<file path="src/rtl/pe_router_pkg.sv">
// Shared types and config-vector slicing helpers for the CGRA routing node.
// Config layout, LSB first: masks, then output selects, then input-mode enables.
package pe_router_pkg;

    typedef enum logic [1:0] {
        RUN   = 2'd0,
        DRAIN = 2'd1,
        LOAD  = 2'd2
    } router_state_e;

    function automatic int mask_off(input int i, input int maskW);
        return i * maskW;
    endfunction

    function automatic int sel_off(input int j, input int numPorts, input int maskW, input int selW);
        return numPorts * maskW + j * selW;
    endfunction

    function automatic int en_off(input int i, input int numPorts, input int maskW, input int selW);
        return numPorts * (maskW + selW) + i;
    endfunction

    // Position k among the ports other than i, in ascending order.
    function automatic int other_idx(input int i, input int k);
        return (k < i) ? k : k + 1;
    endfunction

    function automatic int ptr_w(input int depth);
        return (depth > 1) ? $clog2(depth) : 1;
    endfunction

endpackage

</file>
<file path="src/rtl/pe_router_node_fifo.sv">
// Per-input elastic buffer: a circular FIFO when enabled, otherwise a zero-latency bypass.
module pe_elastic_fifo
    import pe_router_pkg::*;
#(
    parameter int DATA_WIDTH = 32,
    parameter int DEPTH      = 2,
    localparam int CNT_W     = $clog2(DEPTH + 1)
) (
    input  logic                  clk,
    input  logic                  rst_n,
    input  logic                  i_enable,
    input  logic                  i_allow,
    input  logic [DATA_WIDTH-1:0] i_pushData,
    input  logic                  i_pushValid,
    input  logic                  i_forkOk,
    input  logic                  i_pop,
    output logic                  o_pushReady,
    output logic [DATA_WIDTH-1:0] o_headData,
    output logic                  o_headNonEmpty,
    output logic [CNT_W-1:0]      o_count
);

    localparam int PTR_W = ptr_w(DEPTH);

    logic [DATA_WIDTH-1:0] r_mem [DEPTH];
    logic [PTR_W-1:0]      r_wrPtr;
    logic [PTR_W-1:0]      r_rdPtr;
    logic [CNT_W-1:0]      r_count;
    logic                  w_push;
    logic                  w_pop;

    // Ready ignores a same-cycle pop, so DEPTH=1 alternates fill and drain.
    assign o_pushReady    = i_enable ? (i_allow && (r_count < CNT_W'(DEPTH)))
                                     : (i_allow && i_forkOk);
    assign o_headData     = i_enable ? r_mem[r_rdPtr] : i_pushData;
    assign o_headNonEmpty = i_enable ? (r_count != '0) : (i_pushValid && i_allow);
    assign o_count        = r_count;

    assign w_push = i_enable && i_pushValid && o_pushReady;
    assign w_pop  = i_enable && i_pop && (r_count != '0);

    always_ff @(posedge clk) begin
        if (w_push) begin
            r_mem[r_wrPtr] <= i_pushData;
        end
    end

    always_ff @(posedge clk) begin
        if (!rst_n) begin
            r_wrPtr <= '0;
            r_rdPtr <= '0;
            r_count <= '0;
        end else begin
            if (w_push) begin
                r_wrPtr <= (r_wrPtr == PTR_W'(DEPTH - 1)) ? '0 : r_wrPtr + PTR_W'(1);
            end
            if (w_pop) begin
                r_rdPtr <= (r_rdPtr == PTR_W'(DEPTH - 1)) ? '0 : r_rdPtr + PTR_W'(1);
            end
            case ({w_push, w_pop})
                2'b10:   r_count <= r_count + CNT_W'(1);
                2'b01:   r_count <= r_count - CNT_W'(1);
                default: r_count <= r_count;
            endcase
        end
    end

endmodule

</file>
<file path="src/rtl/pe_router_node.sv">
// N-port CGRA routing node: per-input elastic buffers, forks to masked consumers,
// per-output muxes, and a drain-then-load reconfiguration sequencer.
module pe_router_node
    import pe_router_pkg::*;
#(
    parameter int DATA_WIDTH  = 32,
    parameter int NUM_PORTS   = 4,
    parameter int NUM_CELL_IN = 3,
    parameter int FIFO_DEPTH  = 2,
    localparam int MASK_W     = NUM_PORTS - 1 + NUM_CELL_IN,
    localparam int SEL_W      = $clog2(NUM_PORTS),
    localparam int CFG_W      = NUM_PORTS * MASK_W + NUM_PORTS * SEL_W + NUM_PORTS
) (
    input  logic                            clk,
    input  logic                            rst_n,
    input  logic [NUM_PORTS*DATA_WIDTH-1:0] din,
    input  logic [NUM_PORTS-1:0]            din_v,
    output logic [NUM_PORTS-1:0]            din_r,
    output logic [NUM_PORTS*DATA_WIDTH-1:0] dout,
    output logic [NUM_PORTS-1:0]            dout_v,
    input  logic [NUM_PORTS-1:0]            dout_r,
    output logic [NUM_PORTS*DATA_WIDTH-1:0] cell_din,
    output logic [NUM_PORTS-1:0]            cell_din_v,
    input  logic [NUM_CELL_IN-1:0]          cell_in_r,
    input  logic [DATA_WIDTH-1:0]           cell_dout,
    input  logic                            cell_dout_v,
    output logic                            cell_dout_r,
    input  logic [CFG_W-1:0]                config_bits,
    input  logic                            catch_config,
    output logic                            cfg_busy,
    output logic                            cfg_done
);

    localparam int CNT_W = $clog2(FIFO_DEPTH + 1);

    router_state_e         r_state;
    logic [CFG_W-1:0]      r_cfg;
    logic [CFG_W-1:0]      r_shadow;
    logic                  r_cfgLoaded;
    logic                  r_cfgDone;

    logic [NUM_PORTS-1:0]  w_enable;
    logic [MASK_W-1:0]     w_mask    [NUM_PORTS];
    logic [SEL_W-1:0]      w_sel     [NUM_PORTS];
    logic [MASK_W-1:0]     w_consRdy [NUM_PORTS];
    logic [NUM_PORTS-1:0]  w_forkOk;
    logic [NUM_PORTS-1:0]  w_headNonEmpty;
    logic [NUM_PORTS-1:0]  w_headValid;
    logic [DATA_WIDTH-1:0] w_headData [NUM_PORTS];
    logic [CNT_W-1:0]      w_count    [NUM_PORTS];
    logic                  w_allow;
    logic                  w_allEmpty;
    logic                  w_anyPush;
    logic                  w_cellDoutR;

    always_comb begin
        w_enable = '0;
        for (int i = 0; i < NUM_PORTS; i++) begin
            w_enable[i] = r_cfg[en_off(i, NUM_PORTS, MASK_W, SEL_W)];
            w_mask[i]   = r_cfg[mask_off(i, MASK_W) +: MASK_W];
            w_sel[i]    = r_cfg[sel_off(i, NUM_PORTS, MASK_W, SEL_W) +: SEL_W];
        end
    end

    // New words are only accepted in RUN with a valid config; DRAIN keeps popping.
    assign w_allow = r_cfgLoaded && (r_state == RUN);

    always_comb begin
        for (int i = 0; i < NUM_PORTS; i++) begin
            w_consRdy[i] = '0;
            for (int k = 0; k < NUM_PORTS - 1; k++) begin
                w_consRdy[i][k] = dout_r[other_idx(i, k)];
            end
            for (int c = 0; c < NUM_CELL_IN; c++) begin
                w_consRdy[i][NUM_PORTS-1+c] = cell_in_r[c];
            end
        end
    end

    always_comb begin
        w_forkOk    = '0;
        w_headValid = '0;
        for (int i = 0; i < NUM_PORTS; i++) begin
            w_forkOk[i]    = &(w_consRdy[i] | ~w_mask[i]);
            w_headValid[i] = r_cfgLoaded && w_headNonEmpty[i] && w_forkOk[i];
        end
    end

    for (genvar gi = 0; gi < NUM_PORTS; gi++) begin : g_fifo
        pe_elastic_fifo #(
            .DATA_WIDTH (DATA_WIDTH),
            .DEPTH      (FIFO_DEPTH)
        ) u_fifo (
            .clk            (clk),
            .rst_n          (rst_n),
            .i_enable       (w_enable[gi]),
            .i_allow        (w_allow),
            .i_pushData     (din[gi*DATA_WIDTH +: DATA_WIDTH]),
            .i_pushValid    (din_v[gi]),
            .i_forkOk       (w_forkOk[gi]),
            .i_pop          (w_headValid[gi]),
            .o_pushReady    (din_r[gi]),
            .o_headData     (w_headData[gi]),
            .o_headNonEmpty (w_headNonEmpty[gi]),
            .o_count        (w_count[gi])
        );
    end

    always_comb begin
        w_cellDoutR = r_cfgLoaded;
        for (int j = 0; j < NUM_PORTS; j++) begin
            if (w_sel[j] == SEL_W'(NUM_PORTS - 1)) begin
                w_cellDoutR = w_cellDoutR & dout_r[j];
            end
        end
    end

    assign cell_dout_r = w_cellDoutR;

    always_comb begin
        dout       = '0;
        dout_v     = '0;
        cell_din   = '0;
        cell_din_v = '0;
        for (int j = 0; j < NUM_PORTS; j++) begin
            for (int k = 0; k < NUM_PORTS - 1; k++) begin
                if (w_sel[j] == SEL_W'(k)) begin
                    dout[j*DATA_WIDTH +: DATA_WIDTH] = w_headData[other_idx(j, k)];
                    dout_v[j]                        = w_headValid[other_idx(j, k)];
                end
            end
            if (w_sel[j] == SEL_W'(NUM_PORTS - 1)) begin
                dout[j*DATA_WIDTH +: DATA_WIDTH] = cell_dout;
                dout_v[j]                        = cell_dout_v && w_cellDoutR;
            end
            cell_din[j*DATA_WIDTH +: DATA_WIDTH] = w_headData[j];
            cell_din_v[j]                        = w_headValid[j];
        end
    end

    always_comb begin
        w_allEmpty = 1'b1;
        for (int i = 0; i < NUM_PORTS; i++) begin
            if (w_count[i] != '0) begin
                w_allEmpty = 1'b0;
            end
        end
    end

    // A word accepted in the catch cycle lands next cycle, so it must force DRAIN.
    assign w_anyPush = |(din_v & din_r & w_enable);

    always_ff @(posedge clk) begin
        if (!rst_n) begin
            r_state     <= RUN;
            r_cfg       <= '0;
            r_shadow    <= '0;
            r_cfgLoaded <= 1'b0;
            r_cfgDone   <= 1'b0;
        end else begin
            r_cfgDone <= 1'b0;
            case (r_state)
                RUN: begin
                    if (catch_config) begin
                        r_shadow <= config_bits;
                        r_state  <= (w_allEmpty && !w_anyPush) ? LOAD : DRAIN;
                    end
                end
                DRAIN: begin
                    if (w_allEmpty) begin
                        r_state <= LOAD;
                    end
                end
                LOAD: begin
                    r_cfg       <= r_shadow;
                    r_cfgLoaded <= 1'b1;
                    r_cfgDone   <= 1'b1;
                    r_state     <= RUN;
                end
                default: r_state <= RUN;
            endcase
        end
    end

    assign cfg_busy = (r_state != RUN);
    assign cfg_done = r_cfgDone;

endmodule
</file>
<file path="config.mk">
export PLATFORM = sky130hd
export DESIGN_NAME = pe_router_node
export DESIGN_NICKNAME = d
export VERILOG_FILES = /design/src/rtl/pe_router_pkg.sv /design/src/rtl/pe_router_node_fifo.sv /design/src/rtl/pe_router_node.sv
export SDC_FILE = /design/constraint.sdc
export NUM_CORES = 1
export LEC_CHECK = 0
export ABC_AREA = 0
export BUFFER_PORTS_ARGS = -buffer_cell sky130_fd_sc_hd__buf_4
export CAP_MARGIN = 30
export CORE_AREA = 3 3 242 244
export CTS_BUF_LIST = sky130_fd_sc_hd__clkbuf_16
export DETAILED_ROUTE_END_ITERATION = 7
export DIE_AREA = 0 0 245 247
export GPL_ROUTABILITY_DRIVEN = 0
export HOLD_SLACK_MARGIN = 0.02
export PLACE_DENSITY = 0.5
export RECOVER_POWER = 25
export SYNTH_ARGS = -nofsm -noshare
export SYNTH_HDL_FRONTEND = slang
export SYNTH_SLANG_ARGS = --single-unit
</file>
<file path="constraint.sdc">
create_clock -name clk -period 4.04 [get_ports clk]
set_clock_uncertainty 0.1 [all_clocks]
set_input_delay 0.404 -clock clk [delete_from_list [all_inputs] [get_ports clk]]
set_output_delay 0.404 -clock clk [all_outputs]
set_load 0.005 [all_outputs]
</file>
==> out/results.ini <==
[timing]
setup_tns_ns = 0
fin_crit_ns = 3.63
slew_violations = 0
tightest_slew_ns = 0.952
relSlewSlack_pct = 36.5
hold_viol = 0
timing.fmax_ghz = 0.275
grt_setup_unrepaired = no
setup_slack_ns = 0.409
setup_viol = 0
finalCritPeriodShare_pct = 89.9
hold_slack_ns = 0.0639

[die]
initial_core_util_pct = 31.0
die_y_um = 247
die-area_um2 = 60500
core_um2 = 56500
num_rows = 87
ios = 482
die_w_um = 245

[clock_network]
htreeDepth = 2
clk_path_buf_depth = 3
cts_tree = built
path_clk_slew_ns = 0.06
clock_sinks = 352
clkLatencyLatePin_ns = 0.56
cts-buffers-inserted = 41
post_cts_buffers = 0
root_buffer = clkbuf_16

[global_routing]
grt_pass1_wl_mm = 103
use_met3_pct = 4.97
grt_max_degree = 44
grt_pass1_vias = 14200
busiest_layer = met2
antenna_found_initial = 3
use_met2_pct = 41.4
grt.total_usage_pct = 23.5
grt.overflow.total = 0
grtUsageMet1_pct = 28.5

[logic_synthesis]
synth_edf_count = 256
netlist_instances = 1362
yosysWarnings = 0
ys_seq_area_share_pct = 54.9
ys.flop_type = edfxtp_1
synth_area_um2 = 17500
ys_async_sr_fraction_pct = 0
ys_types = 41
syn-num-nets = 1577
ys_seq_elements = 352
syn_avg_cell_area_um2 = 12.8

[routing]
route.detailed.drc = 0
firstDrtPassIters = 4
drt_iter0_markers = 961
wl_mm = 72.6
ant_nets = 0
vias = 14300
wl_per_cell_um = 26.1
vias_per_cell = 5.13

[power_and_ir_drop]
ir_drop_mv = 0.295
p_per_area_nw_per_um2 = 360
leakage_uw = 0.00859

[worst_setup_path]
rrSetupSlack_ns = 1.37
cp-start-kind = flop
reg2reg_from = r_cfgLoaded$_SDFFE_PN0P_
cp_data_arrival_time_ns = 3.13
worstPathMaxFanout = 24
crit_required_ns = 3.54
criticalPathCategory = reg2out
critPathCaptureType = primary output
ff2ff_path_depth = 4

[place]
portBuffers = 481
dp_slack_ns = 1.07
dpl_cell_area_um2 = 22100
dpl.hpwl_mm = 55.5

[final_layout]
design_area_um2 = 24600
areaGrowthSynthToFinish_pct = 40.6
seqCellArea_um2 = 9640
fillers = 5446
multiInputGateArea_um2 = 7310
finalNetCount = 2210
drive_gt1_share_pct = 32.0

[worst_hold_path]
min-delay-start = catch_config
min_path_cells = 2
hold_path_class = in2reg

[flow_run]
max_cap_violations = 0

[outcome]
status = complete, no violations

-- through the flow --
stage          util, %  total power, uW  std cells
6_report          43.5             8860       2784
5_1_grt           43.5             9200       2783
4_1_cts           44.2             9020       2783
3_5_place_dp      39.1             5300       2544
3_3_place_gp      39.0             5280       2543
2_1_floorplan        -             4460       1362
-- report_power, final --
| part | internal (uW) | leakage [uW] | switching, uW |
|---|---|---|---|
| sequential | 3900 | 0.00309 | 43.1 |
| combinational | 682 | 0.00486 | 681 |
| clock | 2050 | 0.000636 | 1500 |
| total | 6630 | 0.00859 | 2230 |
-- final cells by class --
cell class | instances | area share, %
flip-flops and latches | 352 | 39.2
repair buffers | 704 | 21.7
diodes | 1 | 0.0102
well taps | 756 | 3.85
inverters | 20 | 0.305
clock buffers | 43 | 4.38
clock inverters | 32 | 0.809
multi-input cells | 876 | 29.7
-- path summary, 6_finish.rpt --
path                                                  to
hold / removal                   r_state[0]$_SDFFE_PN0P_
hold reg to reg                   r_cfg[26]$_SDFFE_PN0P_
setup / recovery                               dout[111]
setup reg to reg  g_fifo[1].u_fifo.r_mem[0][3]$_DFFE_PP_
-- metal layers --
metal | wire length (um) | vias up
li1 | - | 6439
met1 | 28100 | 7051
met2 | 36300 | 680
met3 | 5350 | 113
met4 | 2820 | 2
met5 | 13 | -
-- critical path, stage by stage (launching register included) --
cell and delay (ns):
dfxtp_2 0.87, buf_4 0.30, mux2i_1 0.08, a21oi_1 0.76, mux4_2 0.43, buf_4 0.12
-- flip-flops by register name (all words and copies together) (netlist names), named ones only --
signal,flops
r_state,2
g_fifo.u_fifo.r_rdPtr,4
r_cfg,36
r_shadow,36
cfg_done,1
g_fifo.u_fifo.r_wrPtr,4
r_cfgLoaded,1
g_fifo.u_fifo.o_count,8
g_fifo.u_fifo.r_mem,256
-- timing repair --
item	in CTS	in global routing
endpoints found under the hold margin	292	0
hold buffers	164	0
gates resized for setup	0	0
-- cells by family after synthesis --
logic type | share of synthesized area (%)
muxes | 24.4
xor gates and xnor gates | 0.601
AOI/OAI and AO/OA | 7.77
and+or+nand+nor | 8.37
buffers and inverters | 3.66
adders and majority gates | 0.286
DFF | 54.9
-- synthesized netlist by cell type, types with 4 or more instances --
| cell type | n | share of area, % |
|---|---|---|
| o221ai_1 | 5 | 0.25 |
| buf_2 | 44 | 1.3 |
| o31ai_1 | 4 | 0.17 |
| xnor2_1 | 8 | 0.40 |
| o22ai_1 | 4 | 0.14 |
| ha_1 | 4 | 0.29 |
| nand2_1 | 151 | 3.2 |
| buf_1 | 5 | 0.11 |
| o21ai_0 | 10 | 0.29 |
| nand2b_1 | 13 | 0.46 |
| dfxtp_1 | 96 | 11 |
| mux2i_1 | 128 | 7.3 |
| nor2b_1 | 4 | 0.14 |
| edfxtp_1 | 256 | 44 |
| a21oi_1 | 212 | 6.1 |
| o21a_1 | 4 | 0.17 |
| inv_1 | 19 | 0.41 |
| or4_1 | 4 | 0.17 |
| nand3_1 | 4 | 0.11 |
| mux4_2 | 129 | 17 |
| or3_1 | 4 | 0.14 |
| nor2_1 | 151 | 3.2 |
| clkbuf_1 | 44 | 0.94 |
| buf_4 | 20 | 0.86 |
| xor2_1 | 4 | 0.20 |
| nor3_1 | 9 | 0.26 |
-- cells in the final DEF (no fill, tap or decap), types with 9 or more instances in the layout --
master         count
a21oi_1          212
buf_4            425
clkbuf_1         110
clkbuf_16         43
clkinv_1          15
dfxtp_1           80
dfxtp_2           12
dlygate4sd3_1    164
edfxtp_1         256
inv_1             23
mux2i_1          128
mux4_2           129
nand2_1          151
nand2b_1          13
nor2_1           143
nor3_1             9
o21ai_0           10
Power figures use the tool's default switching activity.
